`config.mk`:
```
export PLATFORM = sky130hd
export DESIGN_NAME = matvec_mac
export DESIGN_NICKNAME = d
export VERILOG_FILES = /design/src/rtl/matvec_mac.sv
export SDC_FILE = /design/constraint.sdc
export NUM_CORES = 2
export LEC_CHECK = 0
export CAP_MARGIN = 20
export CORE_ASPECT_RATIO = 0.6
export CORE_MARGIN = 4
export CORE_UTILIZATION = 40
export CTS_BUF_LIST = sky130_fd_sc_hd__clkbuf_8 sky130_fd_sc_hd__clkbuf_16
export DETAILED_ROUTE_END_ITERATION = 10
export PLACE_DENSITY = 0.59
export SKIP_CTS_REPAIR_TIMING = 1
export SLEW_MARGIN = 10
export SYNTH_ARGS = -nofsm -noshare
export SYNTH_HDL_FRONTEND = slang
export SYNTH_SLANG_ARGS = --single-unit
```
`constraint.sdc`:
```
create_clock -name clk -period 11.2 [get_ports clk]
set_input_delay 1.68 -clock clk [delete_from_list [all_inputs] [get_ports clk]]
set_output_delay 1.68 -clock clk [all_outputs]
set_load 0.01 [all_outputs]
```
`src/rtl/matvec_mac.sv`:
```
// Purpose : signed fixed-point y[j] = sat(round(init[j] + sum_i x[i]*W[i][j])) over external operand stores.
// Latency : 1 + N*M + READ_LAT cycles from accepted start to IDLE (BIAS init adds M + READ_LAT); results read combinationally.
// Backpr. : none; start is accepted only while ready=1, ignored (not queued) while busy; stores must answer in READ_LAT cycles.
//
// Ports:
//   clk, rst_n              clock, asynchronous active-low reset
//   start, init_mode        begin op; init_mode 00 CLEAR, 01 KEEP, 10 BIAS, 11 as CLEAR
//   vec_in, mat_in, bias_in operands returned by the external stores for sel_vec/sel_row/sel_col
//   rd_sel                  accumulator index presented on data_out/sat while idle
//   ready, busy, done       idle flag, its complement, one-cycle pulse on return to IDLE
//   sat, data_out           clip flag and rounded/saturated acc[rd_sel]
//   sel_vec, sel_row        input / weight-row index i
//   sel_col                 weight column / bias index j
module matvec_mac #(
    parameter int DATA_W    = 16,
    parameter int FRAC_BITS = 8,
    parameter int IN_BITS   = 2,
    parameter int OUT_BITS  = 4,
    parameter int READ_LAT  = 0
) (
    input  logic                clk,
    input  logic                rst_n,
    input  logic                start,
    input  logic [1:0]          init_mode,
    input  logic [DATA_W-1:0]   vec_in,
    input  logic [DATA_W-1:0]   mat_in,
    input  logic [DATA_W-1:0]   bias_in,
    input  logic [OUT_BITS-1:0] rd_sel,
    output logic                ready,
    output logic                busy,
    output logic                done,
    output logic                sat,
    output logic [DATA_W-1:0]   data_out,
    output logic [IN_BITS-1:0]  sel_vec,
    output logic [IN_BITS-1:0]  sel_row,
    output logic [OUT_BITS-1:0] sel_col
);

    localparam int N     = 1 << IN_BITS;
    localparam int M     = 1 << OUT_BITS;
    localparam int ACC_W = 2 * DATA_W + IN_BITS + 1;
    localparam int CNT_W = $clog2(M + READ_LAT + 1) + 1;

    localparam logic [1:0] MODE_CLEAR = 2'b00;
    localparam logic [1:0] MODE_BIAS  = 2'b10;

    localparam logic [OUT_BITS-1:0] COL_LAST = OUT_BITS'(M - 1);
    localparam logic [IN_BITS-1:0]  ROW_LAST = IN_BITS'(N - 1);

    // BIAS init: issue columns while cnt < M, wait READ_LAT beats, then one
    // turnaround cycle with sel_col parked at 0 so RUN starts at (0,0).
    localparam logic [CNT_W-1:0] BIAS_SWEEP_END = CNT_W'(M);
    localparam logic [CNT_W-1:0] BIAS_INIT_END  = CNT_W'(M + READ_LAT);
    localparam logic [CNT_W-1:0] DRAIN_END      = CNT_W'((READ_LAT > 0) ? READ_LAT - 1 : 0);

    localparam logic signed [ACC_W:0] RND   = ((ACC_W+1)'(1) << FRAC_BITS) >> 1;
    localparam logic signed [ACC_W:0] MAX_V = (ACC_W+1)'((1 << (DATA_W - 1)) - 1);
    localparam logic signed [ACC_W:0] MIN_V = (ACC_W+1)'(-(1 << (DATA_W - 1)));

    typedef enum logic [1:0] {
        S_IDLE,
        S_INIT,
        S_RUN,
        S_DRAIN
    } state_t;

    state_t               state_q, state_d;
    logic [1:0]           mode_q, mode_d;
    logic [IN_BITS-1:0]   row_q, row_d;
    logic [OUT_BITS-1:0]  col_q, col_d;
    logic [CNT_W-1:0]     cnt_q, cnt_d;
    logic                 done_q, done_d;

    // Beat issued this cycle for the address currently on sel_*.
    logic                 iss_vld;
    logic                 iss_bias;
    logic                 clr_all;

    // Same beat, READ_LAT cycles later, aligned with the returned operands.
    logic                 ret_vld;
    logic                 ret_bias;
    logic [OUT_BITS-1:0]  ret_col;

    always_ff @(posedge clk or negedge rst_n) begin
        if (!rst_n) begin
            state_q <= S_IDLE;
            mode_q  <= MODE_CLEAR;
            row_q   <= '0;
            col_q   <= '0;
            cnt_q   <= '0;
            done_q  <= 1'b0;
        end else begin
            state_q <= state_d;
            mode_q  <= mode_d;
            row_q   <= row_d;
            col_q   <= col_d;
            cnt_q   <= cnt_d;
            done_q  <= done_d;
        end
    end

    always_comb begin
        state_d  = state_q;
        mode_d   = mode_q;
        row_d    = row_q;
        col_d    = col_q;
        cnt_d    = cnt_q;
        done_d   = 1'b0;
        iss_vld  = 1'b0;
        iss_bias = 1'b0;
        clr_all  = 1'b0;
        unique case (state_q)
            S_IDLE: begin
                if (start) begin
                    state_d = S_INIT;
                    mode_d  = (init_mode == 2'b11) ? MODE_CLEAR : init_mode;
                    row_d   = '0;
                    col_d   = '0;
                    cnt_d   = '0;
                end
            end
            S_INIT: begin
                if (mode_q == MODE_BIAS) begin
                    cnt_d = cnt_q + CNT_W'(1);
                    if (cnt_q < BIAS_SWEEP_END) begin
                        iss_vld  = 1'b1;
                        iss_bias = 1'b1;
                        // Wraps to 0 after column M-1, ready for RUN.
                        col_d    = col_q + OUT_BITS'(1);
                    end
                    if (cnt_q == BIAS_INIT_END) begin
                        state_d = S_RUN;
                        cnt_d   = '0;
                    end
                end else begin
                    clr_all = (mode_q == MODE_CLEAR);
                    state_d = S_RUN;
                end
            end
            S_RUN: begin
                iss_vld = 1'b1;
                if (col_q == COL_LAST && row_q == ROW_LAST) begin
                    // Indices hold at (N-1, M-1) until the next op.
                    cnt_d = '0;
                    if (READ_LAT == 0) begin
                        state_d = S_IDLE;
                        done_d  = 1'b1;
                    end else begin
                        state_d = S_DRAIN;
                    end
                end else begin
                    col_d = col_q + OUT_BITS'(1);
                    if (col_q == COL_LAST) begin
                        row_d = row_q + IN_BITS'(1);
                    end
                end
            end
            S_DRAIN: begin
                cnt_d = cnt_q + CNT_W'(1);
                if (cnt_q == DRAIN_END) begin
                    state_d = S_IDLE;
                    done_d  = 1'b1;
                end
            end
            default: state_d = S_IDLE;
        endcase
    end

    generate
        if (READ_LAT == 0) begin : g_comb
            assign ret_vld  = iss_vld;
            assign ret_bias = iss_bias;
            assign ret_col  = col_q;
        end else begin : g_pipe
            logic [READ_LAT-1:0] vld_q;
            logic [READ_LAT-1:0] bias_q;
            logic [OUT_BITS-1:0] col_pipe_q [READ_LAT];

            always_ff @(posedge clk or negedge rst_n) begin
                if (!rst_n) begin
                    vld_q  <= '0;
                    bias_q <= '0;
                    for (int k = 0; k < READ_LAT; k++) begin
                        col_pipe_q[k] <= '0;
                    end
                end else begin
                    vld_q[0]      <= iss_vld;
                    bias_q[0]     <= iss_bias;
                    col_pipe_q[0] <= col_q;
                    for (int k = 1; k < READ_LAT; k++) begin
                        vld_q[k]      <= vld_q[k-1];
                        bias_q[k]     <= bias_q[k-1];
                        col_pipe_q[k] <= col_pipe_q[k-1];
                    end
                end
            end

            assign ret_vld  = vld_q[READ_LAT-1];
            assign ret_bias = bias_q[READ_LAT-1];
            assign ret_col  = col_pipe_q[READ_LAT-1];
        end
    endgenerate

    logic signed [ACC_W-1:0]    acc_q [M];
    logic signed [2*DATA_W-1:0] prod;
    logic signed [ACC_W-1:0]    prod_ext;
    logic signed [ACC_W-1:0]    bias_ext;

    always_comb begin
        prod     = $signed(vec_in) * $signed(mat_in);
        prod_ext = ACC_W'(prod);
        // Bias is in the operand format; align it to the product's 2*FRAC_BITS scale.
        bias_ext = ACC_W'($signed(bias_in)) <<< FRAC_BITS;
    end

    always_ff @(posedge clk or negedge rst_n) begin
        if (!rst_n) begin
            for (int k = 0; k < M; k++) begin
                acc_q[k] <= '0;
            end
        end else if (clr_all) begin
            for (int k = 0; k < M; k++) begin
                acc_q[k] <= '0;
            end
        end else if (ret_vld) begin
            if (ret_bias) begin
                acc_q[ret_col] <= bias_ext;
            end else begin
                acc_q[ret_col] <= acc_q[ret_col] + prod_ext;
            end
        end
    end

    // One extra bit so adding the rounding term cannot wrap a KEEP-chained value.
    logic signed [ACC_W:0] acc_sel;
    logic signed [ACC_W:0] rounded;

    always_comb begin
        acc_sel  = (ACC_W+1)'(acc_q[rd_sel]);
        rounded  = (acc_sel + RND) >>> FRAC_BITS;
        sat      = 1'b0;
        data_out = rounded[DATA_W-1:0];
        if (rounded > MAX_V) begin
            sat      = 1'b1;
            data_out = MAX_V[DATA_W-1:0];
        end else if (rounded < MIN_V) begin
            sat      = 1'b1;
            data_out = MIN_V[DATA_W-1:0];
        end
    end

    assign ready   = (state_q == S_IDLE);
    assign busy    = ~ready;
    assign done    = done_q;
    assign sel_vec = row_q;
    assign sel_row = row_q;
    assign sel_col = col_q;

endmodule
```
==> qor.txt <==
GRT Total Usage: 25.4%
Die width: 431 um
Routed length per instance: 25.8 um
Initial antenna violation count: 3
Cells on worst reg2reg path: 23
CP max-delay cell: nor4_1
Worst hold-check path type: reg -> reg
# DRC: 0
GRT overflow: 0
Slew @ Worst Pin: 1120 ps
Xor-xnor portion of the synthesized cell area: 0.919%
Synth Instances: 4131
Bufs on Longest Clock Path: 3
Setup crit start kind: input pin
DP HPWL: 97700 um
Crit-path max FO: 16
CTS Root Cell: clkbuf_16
Final WS setup: 1790 ps
Status: finished clean
Average size of a mapped cell: 10.4 um2
Post-synthesis sequential area ratio: 33.7%
Final #Nets: 4520
Fin Clk Skew: 33.4 ps
First-pass GRT wire length: 217000 um
Setup TNS: 0 ps
CTS HTree Levels: 2
DIE HEIGHT: 262 um
Post-synth top flop: dfrtp_1
CTS Buf Count: 50
DRT Pass-1 Iters: 6
Period utilisation layout: 84.0%
Initial Util: 40.6%
Pre-CTS setup slack: 1290 ps
DRT iter0 DRCs: 3663
Adder-Cell Fraction of Synth Area: 17.9%
Synth Area in Simple Gates: 12.9%
Final Hold Viols: 0
Vias in the first global route: 32880
Max-cap violations: 0
Placer Congestion: 0.877
Placed cell areas: 0.0450 mm2
Ys Warns: 0
Top-Level Pins: 85
Hold Crit Depth: 2
Max Clk Rate: 106 MHz
Core area: 0.106 mm2
Largest net degree at the start of global routing: 150
Port buffer count: 84
Crit-path max cell delay: 1120 ps
Clock sinks: 577
Setup Crit Path Kind: in -> out
Final critical-path required period: 9410 ps
Via count: 33126
Clock Pin Slew Worst Setup and Hold Paths: 70 ps
Share of layout cells above drive strength 1: 12.0%
Total Wirelength: 142000 um
Fraction of the mapped netlist area in compound gates: 11.8%
Mapped Nets: 4614
TritonCTS clock tree: built
Synth Cell Area: 0.0429 mm2
R2R setup slack: 2190 ps
ANT nets after route: 0
Critical path arrival: 7730 ps
Number of synthesized register bits: 577
Clock latency on the worst-skew pair: 640 ps
WP data required: 9520 ps
Vias/cell: 6.04
Setup-failing EPs final: 0
Ant diodes: 0
Netlist cell types: 71
Relative slew slack: 25.0%
Post-synth ARST share: 100%
Rows: 92
CP endpoint kind: output port
Post-route cell area: 0.0468 mm2
Hold slack: 477 ps
RSZ-0062 raised after global routing: false
Count of pins over their slew limit: 0
Die area: 0.113 mm2
Multiplexer share of the synthesized area: 16.4%
Largest family of logic cells by synthesized area: adder cells
P&R area growth vs syn: 9.14%
Critical path cell sequence: clkdlybuf4s50_1 > buf_4 > nor2b_1 > buf_4 > a22o_1 > a221oi_1 > nand4bb_1 > nor4_1 > o211ai_1 > a22oi_1 > o2111ai_1 > nand2b_2 > o21ai_1 > clkdlybuf4s50_1
Post-synth EDFFs: 0
-- cells in the final DEF, fill, tap and decap left out, types with 24 or more instances in the layout --
cell type / synthesis / layout
nand3_1: 101 / 100
ha_1: 116 / 116
dfrtp_1: 577 / 573
inv_1: 371 / 380
mux4_2: 250 / 250
clkbuf_16: 0 / 52
o31ai_1: 50 / 50
o21ai_0: 452 / 448
nor2_1: 86 / 85
clkdlybuf4s50_1: 0 / 81
or3_1: 42 / 42
xnor2_1: 32 / 31
nand2_1: 746 / 746
and3_1: 25 / 24
a32o_1: 32 / 32
and2_1: 141 / 141
a21o_1: 25 / 25
a21oi_1: 161 / 139
mux4_1: 50 / 50
buf_4: 7 / 77
fa_1: 310 / 310
-- metrics by stage --
stage / cells / utilization (%)
CTS: 5478 / 44.2
floorplan: 4131 / -
finish: 5484 / 44.3
detailed placement: 5389 / 42.6
global route: 5484 / 44.3
global placement: 5389 / 42.6
-- final cells by class --
cell class                 instances  area, um2
tap                             1410       1760
timing repair buffer             169       1580
multi-input combinational       2867      25900
inverter                         372       1400
clock buffer                      66       1480
sequential                       577      14500
fill                           10035      58900
clock inverter                    23        205
-- cell families after synthesis --
logic type	after synthesis
and+or+nand+nor	1233
buffers and inverters	687
xor gates and xnor gates	45
adders and majority gates	426
DFF	577
AOI/OAI and AO/OA	856
muxes	307
-- cell usage after synthesis, types with 32 or more instances --
library cell  number  area share [%]
nor2_1            86            0.75
a21oi_1          161             1.9
and2_1           141             2.1
dfrtp_1          577              34
nand3_1          101             1.2
fa_1             310              14
buf_1             36            0.32
o31ai_1           50            0.88
inv_1            371             3.2
nand2_1          746             6.5
or3_1             42            0.61
mux4_2           250              13
a32o_1            32            0.75
xnor2_1           32            0.65
clkbuf_1         249             2.2
mux4_1            50             3.1
ha_1             116             3.4
o21ai_0          452             5.3
-- final timing paths --
check / end / from
min in group asynchronous: acc_q[536]$_DFFE_PN0P_ / rst_n
worst min register to register: acc_q[286]$_DFFE_PN0P_ / acc_q[286]$_DFFE_PN0P_
worst min-delay path: acc_q[286]$_DFFE_PN0P_ / acc_q[286]$_DFFE_PN0P_
worst max register to register: acc_q[69]$_DFFE_PN0P_ / sel_col[0]$_DFFE_PN0P_
worst max-delay path: data_out[10] / rd_sel[3]
max in group asynchronous: cnt_q[5]$_DFFE_PN0P_ / rst_n
-- per-layer routing --
| metal | vias to the layer above | global-route usage (%) | share of wire (%) |
|---|---|---|---|
| met4 | 2 | 5.26 | 2.2 |
| met3 | 200 | 7.94 | 12 |
| li1 | 14080 | - | - |
| met2 | 1811 | 35.5 | 41 |
| met5 | - | 0 | 0.0092 |
| met1 | 17033 | 38.7 | 44 |
-- sequential cells by signal, summed over array words and instances (netlist names) --
| name | count |
|---|---|
| state_q | 2 |
| acc_q | 560 |
| done | 1 |
| sel_row | 2 |
| mode_q | 2 |
| cnt_q | 6 |
| sel_col | 4 |
-- worst max-delay path: cells and delay by family --
family / cells / cell delay (ps)
simple gates: 4 / 2730
buf+inv: 4 / 2130
compound gates: 6 / 1130
Power is not shown: default switching activity piles up to over one toggle a cycle in this logic, so the estimate is an artifact.
